**src/rtl/alu_issue_pkg.sv**
```systemverilog
// alu_issue_pkg: shared widths, FSM state and FIFO entry type for alu_issue_ctrl
package alu_issue_pkg;
   localparam int OPND_W = 6;
   localparam int OP_W = 2;
   localparam int RES_W = 8;
   typedef enum logic {ST_IDLE, ST_SETTLE} state_t;
   typedef struct packed {
      logic [RES_W-1:0] result;
      logic [OP_W-1:0] op;
   } entry_t;
endpackage

```
**src/rtl/alu_issue_ctrl_fifo.sv**
```systemverilog
// alu_result_fifo: DEPTH-entry result/opcode FIFO
// Ports: clk, rst_n (sync active-low), push/push_data, pop, empty, count, head (zero when empty).
module alu_result_fifo
   import alu_issue_pkg::*;
#(
   parameter int DEPTH = 4
) (
   input  logic                     clk,
   input  logic                     rst_n,
   input  logic                     push,
   input  entry_t                   push_data,
   input  logic                     pop,
   output logic                     empty,
   output logic [$clog2(DEPTH):0]   count,
   output entry_t                   head
);
   localparam int AW = $clog2(DEPTH);
   localparam logic [AW:0] FULL_CNT = (AW+1)'(DEPTH);
   entry_t mem_q [DEPTH];
   entry_t mem_d [DEPTH];
   logic [AW-1:0] wr_q, wr_d, rd_q, rd_d;
   logic [AW:0] cnt_q, cnt_d;
   logic do_push, do_pop;
   always_comb begin
      do_pop = pop & (cnt_q != '0);
      // a push into a full FIFO is only taken when a pop frees the slot on the same edge
      do_push = push & ((cnt_q != FULL_CNT) | do_pop);
      mem_d = mem_q;
      if (do_push) mem_d[wr_q] = push_data;
      wr_d = do_push ? wr_q + 1'b1 : wr_q;
      rd_d = do_pop ? rd_q + 1'b1 : rd_q;
      cnt_d = cnt_q + {{AW{1'b0}}, do_push} - {{AW{1'b0}}, do_pop};
   end
   always_ff @(posedge clk) begin
      mem_q <= mem_d;
      if (!rst_n) begin
         wr_q <= '0;
         rd_q <= '0;
         cnt_q <= '0;
      end else begin
         wr_q <= wr_d;
         rd_q <= rd_d;
         cnt_q <= cnt_d;
      end
   end
   assign empty = (cnt_q == '0);
   assign count = cnt_q;
   assign head = empty ? '0 : mem_q[rd_q];
endmodule

```
**src/rtl/alu_issue_ctrl.sv**
```systemverilog
// alu_issue_ctrl: valid/ready front-end that drives a combinational ALU and buffers its results
// Ports: cmd_* command handshake in, alu_a/alu_b/alu_op registered ALU drive, alu_result in,
// res_* result FIFO head out, op_count completed-op counter (only when ALU_ISSUE_CNT_EN is defined).
module alu_issue_ctrl
   import alu_issue_pkg::*;
#(
   parameter int SETTLE_CYCLES = 1,
   parameter int DEPTH = 4
) (
   input  logic              clk,
   input  logic              rst_n,
   input  logic              cmd_valid,
   output logic              cmd_ready,
   input  logic [OPND_W-1:0] cmd_a,
   input  logic [OPND_W-1:0] cmd_b,
   input  logic [OP_W-1:0]   cmd_op,
   output logic [OPND_W-1:0] alu_a,
   output logic [OPND_W-1:0] alu_b,
   output logic [OP_W-1:0]   alu_op,
   input  logic [RES_W-1:0]  alu_result,
   output logic              res_valid,
   input  logic              res_ready,
   output logic [RES_W-1:0]  res_data,
   output logic [OP_W-1:0]   res_op
`ifdef ALU_ISSUE_CNT_EN
   ,
   output logic [7:0]        op_count
`endif
);
   localparam int CW = SETTLE_CYCLES > 1 ? $clog2(SETTLE_CYCLES) : 1;
   localparam int AW = $clog2(DEPTH);
   localparam logic [AW:0] FULL_CNT = (AW+1)'(DEPTH);
   state_t state_q, state_d;
   logic [CW-1:0] cnt_q, cnt_d;
   logic [OPND_W-1:0] a_q, a_d, b_q, b_d;
   logic [OP_W-1:0] op_q, op_d;
   logic accept, push, fifo_empty;
   logic [AW:0] fifo_count;
   entry_t head;
`ifdef ALU_ISSUE_CNT_EN
   logic [7:0] opc_q, opc_d;
`endif
   always_comb begin
      cmd_ready = rst_n & (state_q == ST_IDLE) & (fifo_count != FULL_CNT);
      accept = cmd_valid & cmd_ready;
      push = (state_q == ST_SETTLE) & (cnt_q == '0);
      state_d = accept ? ST_SETTLE : (push ? ST_IDLE : state_q);
      cnt_d = accept ? CW'(SETTLE_CYCLES - 1) : ((state_q == ST_SETTLE) ? cnt_q - 1'b1 : cnt_q);
      a_d = accept ? cmd_a : a_q;
      b_d = accept ? cmd_b : b_q;
      op_d = accept ? cmd_op : op_q;
`ifdef ALU_ISSUE_CNT_EN
      opc_d = opc_q + {7'd0, push};
`endif
   end
   always_ff @(posedge clk) begin
      if (!rst_n) begin
         state_q <= ST_IDLE;
         cnt_q <= '0;
         a_q <= '0;
         b_q <= '0;
         op_q <= '0;
`ifdef ALU_ISSUE_CNT_EN
         opc_q <= '0;
`endif
      end else begin
         state_q <= state_d;
         cnt_q <= cnt_d;
         a_q <= a_d;
         b_q <= b_d;
         op_q <= op_d;
`ifdef ALU_ISSUE_CNT_EN
         opc_q <= opc_d;
`endif
      end
   end
   alu_result_fifo #(.DEPTH(DEPTH)) u_fifo (
      .clk       (clk),
      .rst_n     (rst_n),
      .push      (push),
      .push_data ({alu_result, op_q}),
      .pop       (res_ready),
      .empty     (fifo_empty),
      .count     (fifo_count),
      .head      (head)
   );
   assign alu_a = a_q;
   assign alu_b = b_q;
   assign alu_op = op_q;
   assign res_valid = ~fifo_empty;
   assign res_data = head.result;
   assign res_op = head.op;
`ifdef ALU_ISSUE_CNT_EN
   assign op_count = opc_q;
`endif
endmodule

```
**config.mk**
```make
export PLATFORM = sky130hd
export DESIGN_NAME = alu_issue_ctrl
export DESIGN_NICKNAME = d
export VERILOG_FILES = /design/src/rtl/alu_issue_pkg.sv /design/src/rtl/alu_issue_ctrl_fifo.sv /design/src/rtl/alu_issue_ctrl.sv
export SDC_FILE = /design/constraint.sdc
export NUM_CORES = 1
export LEC_CHECK = 0
export BUFFER_PORTS_ARGS = -buffer_cell sky130_fd_sc_hd__buf_2
export CAP_MARGIN = 10
export CORE_ASPECT_RATIO = 1.5
export CORE_MARGIN = 1.5
export CORE_UTILIZATION = 30
export CTS_BUF_LIST = sky130_fd_sc_hd__clkbuf_4 sky130_fd_sc_hd__clkbuf_8
export DETAILED_ROUTE_END_ITERATION = 10
export MAX_ROUTING_LAYER = met4
export SYNTH_ARGS = -nofsm -noshare
export SYNTH_HDL_FRONTEND = slang
export SYNTH_HIERARCHICAL = 1
export SYNTH_SLANG_ARGS = --single-unit
```
**constraint.sdc**
```tcl
create_clock -name clk -period 4.55 [get_ports clk]
set_clock_uncertainty 0.1 [all_clocks]
set_input_delay 0.91 -clock clk [delete_from_list [all_inputs] [get_ports clk]]
set_output_delay 0.91 -clock clk [all_outputs]
set_load 0.02 [all_outputs]
```
==> results of run 1 <==
## Yosys cell counts (2+ instances only)
master / n
sky130_fd_sc_hd__nand3_1: 14
sky130_fd_sc_hd__xnor2_1: 2
sky130_fd_sc_hd__mux4_2: 7
sky130_fd_sc_hd__o21ai_0: 6
sky130_fd_sc_hd__edfxtp_1: 40
sky130_fd_sc_hd__ha_1: 6
sky130_fd_sc_hd__clkbuf_1: 3
sky130_fd_sc_hd__and2_1: 6
sky130_fd_sc_hd__nor2b_1: 13
sky130_fd_sc_hd__inv_1: 6
sky130_fd_sc_hd__nand2_1: 22
sky130_fd_sc_hd__mux2i_1: 2
sky130_fd_sc_hd__mux4_1: 3
sky130_fd_sc_hd__and3b_1: 2
sky130_fd_sc_hd__buf_2: 3
sky130_fd_sc_hd__o21ai_2: 10
sky130_fd_sc_hd__dfxtp_1: 23
sky130_fd_sc_hd__buf_6: 3
## cell type report
| cell class | instances | area (um2) | area share [%] |
|---|---|---|---|
| inverters | 7 | 26.28 | 0.8424 |
| well taps | 107 | 133.9 | 4.292 |
| flip-flops and latches | 63 | 1662 | 53.27 |
| multi-input cells | 104 | 862.1 | 27.64 |
| clock inverters | 4 | 20.02 | 0.6418 |
| clock buffers | 12 | 152.6 | 4.894 |
| repair buffers | 52 | 262.8 | 8.424 |
## state kept, by name (all words and copies together) (netlist names)
name	cells
u_fifo/rd_q	2
alu_op	2
u_fifo/wr_q	2
state_q	1
alu_a	6
u_fifo/mem_q	40
cnt_q	1
u_fifo/count	3
alu_b	6
## final timing paths
check | startpoint | to | slack [ns] | cells after the start
setup / recovery | u_fifo/rd_q[0]$_SDFFE_PN0P_ | res_data[7] | 1.43 | 3
setup reg to reg | u_fifo/count[2]$_SDFF_PN0_ | u_fifo/count[2]$_SDFF_PN0_ | 2.03 | 11
hold / removal | alu_a[4]$_SDFFE_PN0P_ | alu_a[4]$_SDFFE_PN0P_ | 0.36 | 2
hold reg to reg | alu_a[4]$_SDFFE_PN0P_ | alu_a[4]$_SDFFE_PN0P_ | 0.36 | 2
## metal layers
layer	up-vias	global-route usage, %	wire (um)
met2	50	20.09	2571
met4	0	4.276	58
li1	776	-	-
met5	-	-	0
met1	740	12.61	2020
met3	7	4.574	270
## critical path: stages, from the launching register on
cell                      delay (ns)
sky130_fd_sc_hd__dfxtp_1        0.83
sky130_fd_sc_hd__mux4_1         0.65
sky130_fd_sc_hd__nor2b_1        0.15
sky130_fd_sc_hd__buf_2          0.16
## power by group through the flow
stage,combinational [mW],sequential [mW],clock [mW]
final,0.484,0.719,0.423
after global routing,0.533,0.731,0.465
after CTS,0.496,0.722,0.436
after detailed placement,0.495,0.734,0
after global placement,0.487,0.732,0
after floorplan,0.355,0.726,0
## metrics by stage
step	cells	total power, mW
after floorplan	185	1.081
after global placement	333	1.219
after detailed placement	333	1.229
after CTS	349	1.655
after global routing	349	1.729
final	349	1.626
## kinds of logic (layout without fill, tap and decap cells)
group,Yosys count,in the layout,synth area share (%)
DFF,63,63,63.39
and+or+nand+nor,63,63,12.98
AOI/OAI and AO/OA,19,19,5.489
buffers and inverters,18,75,3.723
muxes,12,12,9.785
adders and majority gates,7,7,3.628
xor gates and xnor gates,3,3,1.003
==> load_flow_metrics.sql, run 1 <==
INSERT INTO impl_metrics (metric_group, metric, value, unit) VALUES
('routing', 'initialDrtViolationCount', '104', ''),
('critical_path', 'crit_path_end_kind', 'primary output', ''),
('synthesis', 'synth.top_cells.by_area', 'sky130_fd_sc_hd__edfxtp_1 46%, sky130_fd_sc_hd__dfxtp_1 18%, sky130_fd_sc_hd__mux4_2 6.0%, sky130_fd_sc_hd__o21ai_2 3.3%, sky130_fd_sc_hd__nand2_1 3.2%', ''),
('global_route', 'vias_in_the_first_global_route', '1609', ''),
('sta', 'min_period', '3.120', 'ns'),
('global_route', 'grt_first_pass_wirelength', '7976', 'um'),
('sta', 'worst_slew_pin_slew', '0.7777', 'ns'),
('floorplanning', 'die_h', '117.5', 'um'),
('synthesis', 'synth_top_cell_by_area', 'sky130_fd_sc_hd__edfxtp_1', ''),
('critical_path', 'setup.worst_path.start_class', 'flip-flop', ''),
('sta', 'final-setup-viol-count', '0', ''),
('power_and_ir_drop', 'internal_power', '1.083', 'mW'),
('synthesis', 'synth.ff_latch_count', '63', ''),
('clocking', 'post_cts.repair.setup_buffers', '0', ''),
('power_and_ir_drop', 'pwr_density_cell', '521.2', 'nW/um2'),
('routing', 'drt-total-wl', '4921', 'um'),
('critical_path', 'critPathMaxFanout', '13', ''),
('power_and_ir_drop', 'comb_power_share', '29.7', '%'),
('hold_path', 'min_path_type', 'flip-flop to flip-flop', ''),
('power_and_ir_drop', 'power.switching_fraction', '33.39', '%'),
('clocking', 'numClockSinks', '63', ''),
('synthesis', 'yosys.area.top_type_share', '45.82', '%'),
('synthesis', 'ys.flop_type', 'sky130_fd_sc_hd__edfxtp_1', ''),
('routing', 'detail_route.vias_per_cell', '4.507', ''),
('clocking', 'cts-buffers-inserted', '9', ''),
('placed_design', 'pre_cts_ws', '1.443', 'ns'),
('sta', 'maxClockFrequency', '320.5', 'MHz'),
('clocking', 'clock_latency_at_the_later_pin_of_the_worst_skew_pair', '0.33', 'ns'),
('power_and_ir_drop', 'power.static_leakage', '1.194', 'nW'),
('floorplanning', 'pin_count', '52', ''),
('global_route', 'grt_start_max_net_pins', '29', ''),
('critical_path', 'worst_setup_path_class', 'flip-flop to primary output', ''),
('final_layout', 'post_route_cells_drive_above_1_share', '35.95', '%'),
('routing', 'drt_drc_violations_left', '0', ''),
('power_and_ir_drop', 'power_switching', '542.9', 'uW'),
('sta', 'pins_over_slew_limit', '0', ''),
('clocking', 'clockBufferDepth', '2', ''),
('floorplanning', 'floorplan.die.width', '79.32', 'um'),
('job', 'drv.max_cap_violation_count', '0', ''),
('clocking', 'h-tree-depth', '3', ''),
('critical_path', 'crit_required', '3.54', 'ns'),
('final_layout', 'antennaDiodeCount', '0', ''),
('final_layout', 'final_cell_mix', '51 x sky130_fd_sc_hd__buf_2, 40 x sky130_fd_sc_hd__edfxtp_1, 23 x sky130_fd_sc_hd__dfxtp_1', ''),
('synthesis', 'post_synth_num_cell_types', '32', ''),
('floorplanning', 'floorplan.initialDensity', '30.97', '%'),
('final_layout', 'post_layout_inst_area', '3119', 'um2'),
('critical_path', 'cp.arrival', '2.11', 'ns'),
('final_layout', 'area_growth', '19.00', '%'),
('power_and_ir_drop', 'p_seq_share', '44.2', '%'),
('clocking', 'ctsRootBufferMaster', 'sky130_fd_sc_hd__clkbuf_8', ''),
('floorplanning', 'placement_rows', '41', ''),
('clocking', 'cts_repair_resize_count', '0', ''),
('global_route', 'grt.overflow.total', '0', ''),
('synthesis', 'synthesis.area', '2621', 'um2'),
('synthesis', 'synth_nets', '218', ''),
('placed_design', 'dpl.hpwl', '3254', 'um'),
('floorplanning', 'core_area', '8464', 'um2'),
('placed_design', 'placedInstanceArea', '2947', 'um2'),
('sta', 'final_worst_path_cycle_share', '68.57', '%'),
('synthesis', 'synth_edf_count', '40', ''),
('routing', 'firstDrtPassIters', '5', ''),
('floorplanning', 'die-area', '9319', 'um2'),
('final_layout', 'fin_util', '36.85', '%'),
('sta', 'grt_setup_unrepaired', 'no', ''),
('placed_design', 'buffer_ports.inserted', '51', ''),
('clocking', 'cts_tree', 'built', ''),
('synthesis', 'synthesis.instances', '185', ''),
('final_layout', 'final_nets', '270', ''),
('routing', 'routed-via-count', '1573', ''),
('run_status', 'run_status', 'finished, final reports clean', ''),
('synthesis', 'async_flop_share', '0', '%');
Note: power is estimated with default switching activity, not from simulation.
==> run 2: changes to the inputs <==
==> constraint.sdc (replaced) <==
create_clock -name clk -period 2.79 [get_ports clk]
set_clock_uncertainty 0.1 [all_clocks]
set_input_delay 0.558 -clock clk [delete_from_list [all_inputs] [get_ports clk]]
set_output_delay 0.558 -clock clk [all_outputs]
set_load 0.02 [all_outputs]
==> run 2 against run 1 <==
  * Worst setup slack lost 1.1 ns
  * Routed wire length shrank 0.91%
  * Critical path type unchanged
  * Total power grew 69%
==> load_flow_metrics.sql, run 2 (synthesis results as in run 1) <==
INSERT INTO impl_metrics (metric_group, metric, value, unit) VALUES
('power_and_ir_drop', 'power.switching_fraction', '32.12', '%'),
('critical_path', 'crit_required', '2.13', 'ns'),
('job', 'drv.max_cap_violation_count', '0', ''),
('run_status', 'run_status', 'finished, final reports clean', ''),
('floorplanning', 'pin_count', '52', ''),
('routing', 'drt-total-wl', '4876', 'um'),
('routing', 'wl_met3', '237', 'um'),
('clocking', 'clockBufferDepth', '2', ''),
('routing', 'routed-via-count', '1604', ''),
('critical_path', 'critPathMaxFanout', '13', ''),
('routing', 'initialDrtViolationCount', '78', ''),
('clocking', 'h-tree-depth', '3', ''),
('routing', 'highest_layer', 'met4', ''),
('global_route', 'vias_in_the_first_global_route', '1653', ''),
('sta', 'holdWs', '0.3380', 'ns'),
('sta', 'maxClockFrequency', '404.9', 'MHz'),
('sta', 'totalNegativeSetupSlack', '0', 'ns'),
('final_layout', 'final_nets', '273', ''),
('placed_design', 'buffer_ports.inserted', '51', ''),
('routing', 'firstDrtPassIters', '3', ''),
('critical_path', 'crit_path_end_kind', 'primary output', ''),
('placed_design', 'dpl.hpwl', '3262', 'um'),
('critical_path', 'worst_setup_path_class', 'flip-flop to primary output', ''),
('global_route', 'grt_first_pass_wirelength', '7997', 'um'),
('routing', 'detail_route.vias_per_cell', '4.557', ''),
('power_and_ir_drop', 'comb_power_share', '28.9', '%'),
('power_and_ir_drop', 'internal_power', '1.868', 'mW'),
('global_route', 'grt.overflow.total', '0', ''),
('power_and_ir_drop', 'p_seq_share', '42.6', '%'),
('final_layout', 'post_layout_inst_area', '3169', 'um2'),
('critical_path', 'cp.arrival', '1.81', 'ns'),
('clocking', 'cts-buffers-inserted', '9', ''),
('final_layout', 'final_common_cell', 'sky130_fd_sc_hd__buf_2', ''),
('sta', 'relSlewSlack', '61.99', '%'),
('global_route', 'gr-usage-all-layers', '11.86', '%'),
('placed_design', 'gp_congestion', '0.6997', ''),
('sta', 'grt_setup_unrepaired', 'no', ''),
('routing', 'wl_met1', '1918', 'um'),
('floorplanning', 'die_h', '117.5', 'um'),
('hold_path', 'min_path_type', 'input pin to flip-flop', ''),
('sta', 'min_period', '2.470', 'ns'),
('final_layout', 'largest_register_ff_count', '40', ''),
('power_and_ir_drop', 'vdd_drop_max', '0.3551', 'mV'),
('power_and_ir_drop', 'design_power', '2.752', 'mW'),
('final_layout', 'area_growth', '20.91', '%'),
('final_layout', 'register_with_the_most_flip_flops', 'u_fifo/mem_q', ''),
('power_and_ir_drop', 'pwr_density_cell', '868.3', 'nW/um2'),
('routing', 'detail_route.wl_per_cell', '13.85', 'um'),
('routing', 'drt.antenna.violating_nets', '0', ''),
('clocking', 'post_cts_hold_buffer_count', '0', ''),
('global_route', 'grt_start_max_net_pins', '28', ''),
('floorplanning', 'placement_rows', '41', ''),
('critical_path', 'setup.worst_path.start_class', 'flip-flop', ''),
('final_layout', 'post_route_cells_drive_above_1_share', '37.14', '%'),
('final_layout', 'fillers', '845', ''),
('power_and_ir_drop', 'power.static_leakage', '1.215', 'nW'),
('sta', 'worst_slew_pin_slew', '0.5701', 'ns'),
('sta', 'pins_over_slew_limit', '0', ''),
('clocking', 'numClockSinks', '63', ''),
('power_and_ir_drop', 'power_switching', '884.0', 'uW'),
('power_and_ir_drop', 'clock_power_share', '28.5', '%'),
('clocking', 'worst_setup_hold_path_clk_slew', '0.07', 'ns'),
('sta', 'final-setup-viol-count', '0', ''),
('routing', 'detailroute.wirelength.met2', '2646', 'um'),
('final_layout', 'fin_util', '37.44', '%'),
('clocking', 'cts_tree', 'built', ''),
('sta', 'final_worst_path_cycle_share', '88.52', '%'),
('routing', 'drt_drc_violations_left', '0', ''),
('floorplanning', 'floorplan.die.width', '79.32', 'um'),
('final_layout', 'final_cell_mix', '51 x sky130_fd_sc_hd__buf_2, 40 x sky130_fd_sc_hd__edfxtp_1, 22 x sky130_fd_sc_hd__nand2_1, 22 x sky130_fd_sc_hd__dfxtp_1, 14 x sky130_fd_sc_hd__nand3_1', ''),
('placed_design', 'placedInstanceArea', '2969', 'um2'),
('floorplanning', 'core_area', '8464', 'um2'),
('clocking', 'clock_latency_at_the_later_pin_of_the_worst_skew_pair', '0.33', 'ns'),
('floorplanning', 'floorplan.initialDensity', '30.97', '%'),
('final_layout', 'antennaDiodeCount', '0', ''),
('sta', 'hold_viol', '0', ''),
('clocking', 'ctsRootBufferMaster', 'sky130_fd_sc_hd__clkbuf_8', ''),
('floorplanning', 'die-area', '9319', 'um2'),
('global_route', 'initial_antenna_violation_count', '0', '');
==> run 2: critical path, cell delays in order, from the launching register on <==
cell and delay, ns:
sky130_fd_sc_hd__dfxtp_2 0.59, sky130_fd_sc_hd__mux4_1 0.59, sky130_fd_sc_hd__nor2b_1 0.14, sky130_fd_sc_hd__buf_2 0.16
==> run 2: through the flow <==
step                      cells  setup slack (ns)
after detailed placement    336            0.1846
final                       352            0.3203
after CTS                   352            0.2626
after floorplan             185            0.2704
after global routing        352            0.2149
after global placement      336            0.2032
==> run 2: cell type report <==
type	count	area, um2	area share, %
Sequential cell	63	1663	52.47
Multi-Input combinational cell	104	862.1	27.20
Timing Repair Buffer	55	285.3	9.001
Clock buffer	12	152.6	4.816
Tap cell	107	133.9	4.224
Clock inverter	4	46.29	1.461
Inverter	7	26.28	0.8291
==> run 2: power by group through the flow <==
stage	Combinational (mW)	Sequential, mW	Clock (mW)
after floorplan	0.579	1.18	0
after global placement	0.809	1.19	0
after detailed placement	0.820	1.20	0
after CTS	0.820	1.18	0.803
after global routing	0.890	1.19	0.850
final	0.796	1.17	0.783
==> run 2: what timing repair did <==
action | 4_1_cts | 5_1_grt
buffers inserted | 0 | 0
gates resized for setup | 1 | 0
setup endpoints to repair | 4 | 0
==> run 2: worst paths after layout <==
| kind | startpoint | end | slack [ns] | cells past startpoint |
|---|---|---|---|---|
| max reg2reg | u_fifo/count[2]$_SDFF_PN0_ | u_fifo/count[2]$_SDFF_PN0_ | 0.41 | 11 |
| min reg2reg | alu_a[0]$_SDFFE_PN0P_ | alu_a[0]$_SDFFE_PN0P_ | 0.36 | 2 |
| min | alu_result[5] | u_fifo/mem_q[37]$_DFFE_PP_ | 0.34 | 1 |
| max | u_fifo/rd_q[0]$_SDFFE_PN0P_ | res_data[7] | 0.32 | 3 |
==> run 2: layer usage <==
layer	up-vias	track usage, %
li1	773	-
met3	6	3.643
met4	0	5.592
met2	48	19.87
met1	777	12.53
met5	-	-
==> run 3: changes to the inputs <==
--- a/config.mk
+++ b/config.mk
@@ -13,6 +13,7 @@
 export CTS_BUF_LIST = sky130_fd_sc_hd__clkbuf_4 sky130_fd_sc_hd__clkbuf_8
 export DETAILED_ROUTE_END_ITERATION = 10
 export MAX_ROUTING_LAYER = met4
+export REMOVE_ABC_BUFFERS = 1
 export SYNTH_ARGS = -nofsm -noshare
 export SYNTH_HDL_FRONTEND = slang
 export SYNTH_HIERARCHICAL = 1
==> run 3 against run 2 <==
  * First-iteration DRC count grew 3.8%
  * Final cell count unchanged
  * Count of clock-buffer cells in the layout fell by 2
  * Non-clock buffer count up 1
  * Total power shrank 2.0%
  * Critical endpoint unchanged
  * Flip-flop and latch count did not move
  * Critical path type unchanged
  * Largest cell class unchanged
  * Sequential power about the same
  * Design area down 0.32%
  * Sequential share of layout area is 0.17 points higher
  * Fmax is 0.84% higher
==> load_flow_metrics.sql, run 3 (synthesis results as in run 1) <==
INSERT INTO impl_metrics (metric_group, metric, value, unit) VALUES
('critical_path', 'timing.critical_path.slowest_stage_cell', 'sky130_fd_sc_hd__mux4_1', ''),
('sta', 'min_period', '2.449', 'ns'),
('clocking', 'clockBufferDepth', '2', ''),
('critical_path', 'crit_chain', 'mux4_1 -> nor2b_1 -> buf_2', ''),
('job', 'drv.max_cap_violation_count', '0', ''),
('floorplanning', 'die_h', '117.5', 'um'),
('sta', 'worst_slew_pin_slew', '0.5742', 'ns'),
('final_layout', 'final_nets', '274', ''),
('sta', 'hold_viol', '0', ''),
('final_layout', 'register_with_the_most_flip_flops', 'u_fifo/mem_q', ''),
('critical_path', 'worst_path_largest_cell_delay', '0.60', 'ns'),
('power_and_ir_drop', 'power.static_leakage', '1.210', 'nW'),
('power_and_ir_drop', 'pwr_density_cell', '853.9', 'nW/um2'),
('routing', 'detail_route.vias_per_cell', '4.514', ''),
('global_route', 'initial_antenna_violation_count', '0', ''),
('routing', 'drt-total-wl', '4686', 'um'),
('hold_path', 'min_path_type', 'input pin to flip-flop', ''),
('floorplanning', 'floorplan.initialDensity', '30.97', '%'),
('placed_design', 'buffer_ports.inserted', '51', ''),
('placed_design', 'gp_congestion', '0.7511', ''),
('routing', 'firstDrtPassIters', '4', ''),
('global_route', 'grt.overflow.total', '0', ''),
('final_layout', 'largest_register_ff_count', '40', ''),
('critical_path', 'cp.arrival', '1.79', 'ns'),
('final_layout', 'antennaDiodeCount', '0', ''),
('critical_path', 'setup.worst_path.start_class', 'flip-flop', ''),
('final_layout', 'final_cell_mix', '51 x sky130_fd_sc_hd__buf_2, 40 x sky130_fd_sc_hd__edfxtp_1, 22 x sky130_fd_sc_hd__nand2_1, 22 x sky130_fd_sc_hd__dfxtp_1, 14 x sky130_fd_sc_hd__nand3_1', ''),
('critical_path', 'critPathMaxFanout', '13', ''),
('run_status', 'run_status', 'finished, final reports clean', ''),
('floorplanning', 'pin_count', '52', ''),
('clocking', 'clock_latency_at_the_later_pin_of_the_worst_skew_pair', '0.32', 'ns'),
('critical_path', 'crit_path_end_kind', 'primary output', ''),
('floorplanning', 'floorplan.die.width', '79.32', 'um'),
('sta', 'grt_setup_unrepaired', 'no', ''),
('routing', 'initialDrtViolationCount', '81', ''),
('routing', 'routed-via-count', '1589', ''),
('routing', 'drt.antenna.violating_nets', '0', ''),
('sta', 'pins_over_slew_limit', '0', ''),
('critical_path', 'crit_required', '2.13', 'ns'),
('floorplanning', 'core_area', '8464', 'um2'),
('routing', 'drt_drc_violations_left', '0', ''),
('final_layout', 'fin_util', '37.32', '%'),
('critical_path', 'path_buf_inv', '1', ''),
('placed_design', 'dpl.hpwl', '3207', 'um'),
('sta', 'relSlewSlack', '61.67', '%'),
('clocking', 'cts-buffers-inserted', '9', ''),
('clocking', 'worst_setup_hold_path_clk_slew', '0.07', 'ns'),
('sta', 'final-setup-viol-count', '0', ''),
('clocking', 'numClockSinks', '63', ''),
('critical_path', 'worst_setup_path_class', 'flip-flop to primary output', ''),
('global_route', 'gr-usage-all-layers', '11.42', '%'),
('sta', 'totalNegativeSetupSlack', '0', 'ns'),
('clocking', 'ctsRootBufferMaster', 'sky130_fd_sc_hd__clkbuf_8', ''),
('clocking', 'cts_tree', 'built', ''),
('floorplanning', 'die-area', '9319', 'um2'),
('final_layout', 'final_common_cell', 'sky130_fd_sc_hd__buf_2', ''),
('global_route', 'vias_in_the_first_global_route', '1638', ''),
('final_layout', 'area_growth', '20.53', '%'),
('sta', 'maxClockFrequency', '408.3', 'MHz'),
('sta', 'final_worst_path_cycle_share', '87.78', '%'),
('power_and_ir_drop', 'vdd_drop_max', '0.3297', 'mV'),
('clocking', 'h-tree-depth', '3', ''),
('floorplanning', 'placement_rows', '41', ''),
('final_layout', 'post_route_cells_drive_above_1_share', '36.73', '%'),
('global_route', 'grt_start_max_net_pins', '20', ''),
('global_route', 'grt_first_pass_wirelength', '7935', 'um'),
('critical_path', 'crit_family', 'multiplexers', ''),
('routing', 'detail_route.wl_per_cell', '13.31', 'um');
run 3: final cells by class:
type                       instances  area [um2]
clock buffer                      10       131.4
tap                              107       133.9
multi-input combinational        104       862.1
timing repair buffer              56       292.8
sequential                        63        1663
fill                             852        5305
clock inverter                     5       50.05
inverter                           7       26.28
run 3: report_power, final:
| part | internal [mW] | leakage [nW] | switching [mW] |
|---|---|---|---|
| Sequential | 1.07 | 0.552 | 0.0991 |
| Combinational | 0.345 | 0.567 | 0.451 |
| Clock | 0.410 | 0.0906 | 0.319 |
| Total | 1.83 | 1.21 | 0.869 |
run 3: path summary, 6_finish.rpt:
check	startpoint	to	slack, ns	cells past startpoint
worst min-delay path	alu_result[5]	u_fifo/mem_q[17]$_DFFE_PP_	0.35	1
worst max register to register	u_fifo/count[2]$_SDFF_PN0_	u_fifo/count[2]$_SDFF_PN0_	0.36	11
worst min register to register	alu_a[2]$_SDFFE_PN0P_	alu_a[2]$_SDFFE_PN0P_	0.36	2
worst max-delay path	u_fifo/rd_q[0]$_SDFFE_PN0P_	res_data[7]	0.34	3
run 3: repair_timing:
| action | in CTS | in global routing |
|---|---|---|
| setup buffers | 0 | 0 |
| gates resized for setup | 0 | 1 |
| hold buffers | 0 | 0 |
| setup endpoints to repair | 0 | 10 |
run 3: layer usage:
| metal | wire length, um | vias to the layer above | global-route usage [%] |
|---|---|---|---|
| met5 | 0 | - | - |
| met4 | 51 | 0 | 5.263 |
| met3 | 164 | 6 | 1.860 |
| met2 | 2357 | 45 | 18.11 |
| met1 | 2113 | 760 | 14.17 |
| li1 | - | 778 | - |
run 3: per-stage QoR:
step                total power, mW  area (um2)  instances  worst slack, ns  hold WS, ns
global route                  2.872        3159        352           0.2059       0.3460
floorplan                     1.713        2550        174           0.2703       0.3677
detailed placement            2.007        2977        337           0.1574       0.3495
CTS                           2.750        3158        352          0.01281       0.3346
finish                        2.698        3159        352           0.3409       0.3540
global placement              1.991        2977        337           0.2090       0.3447
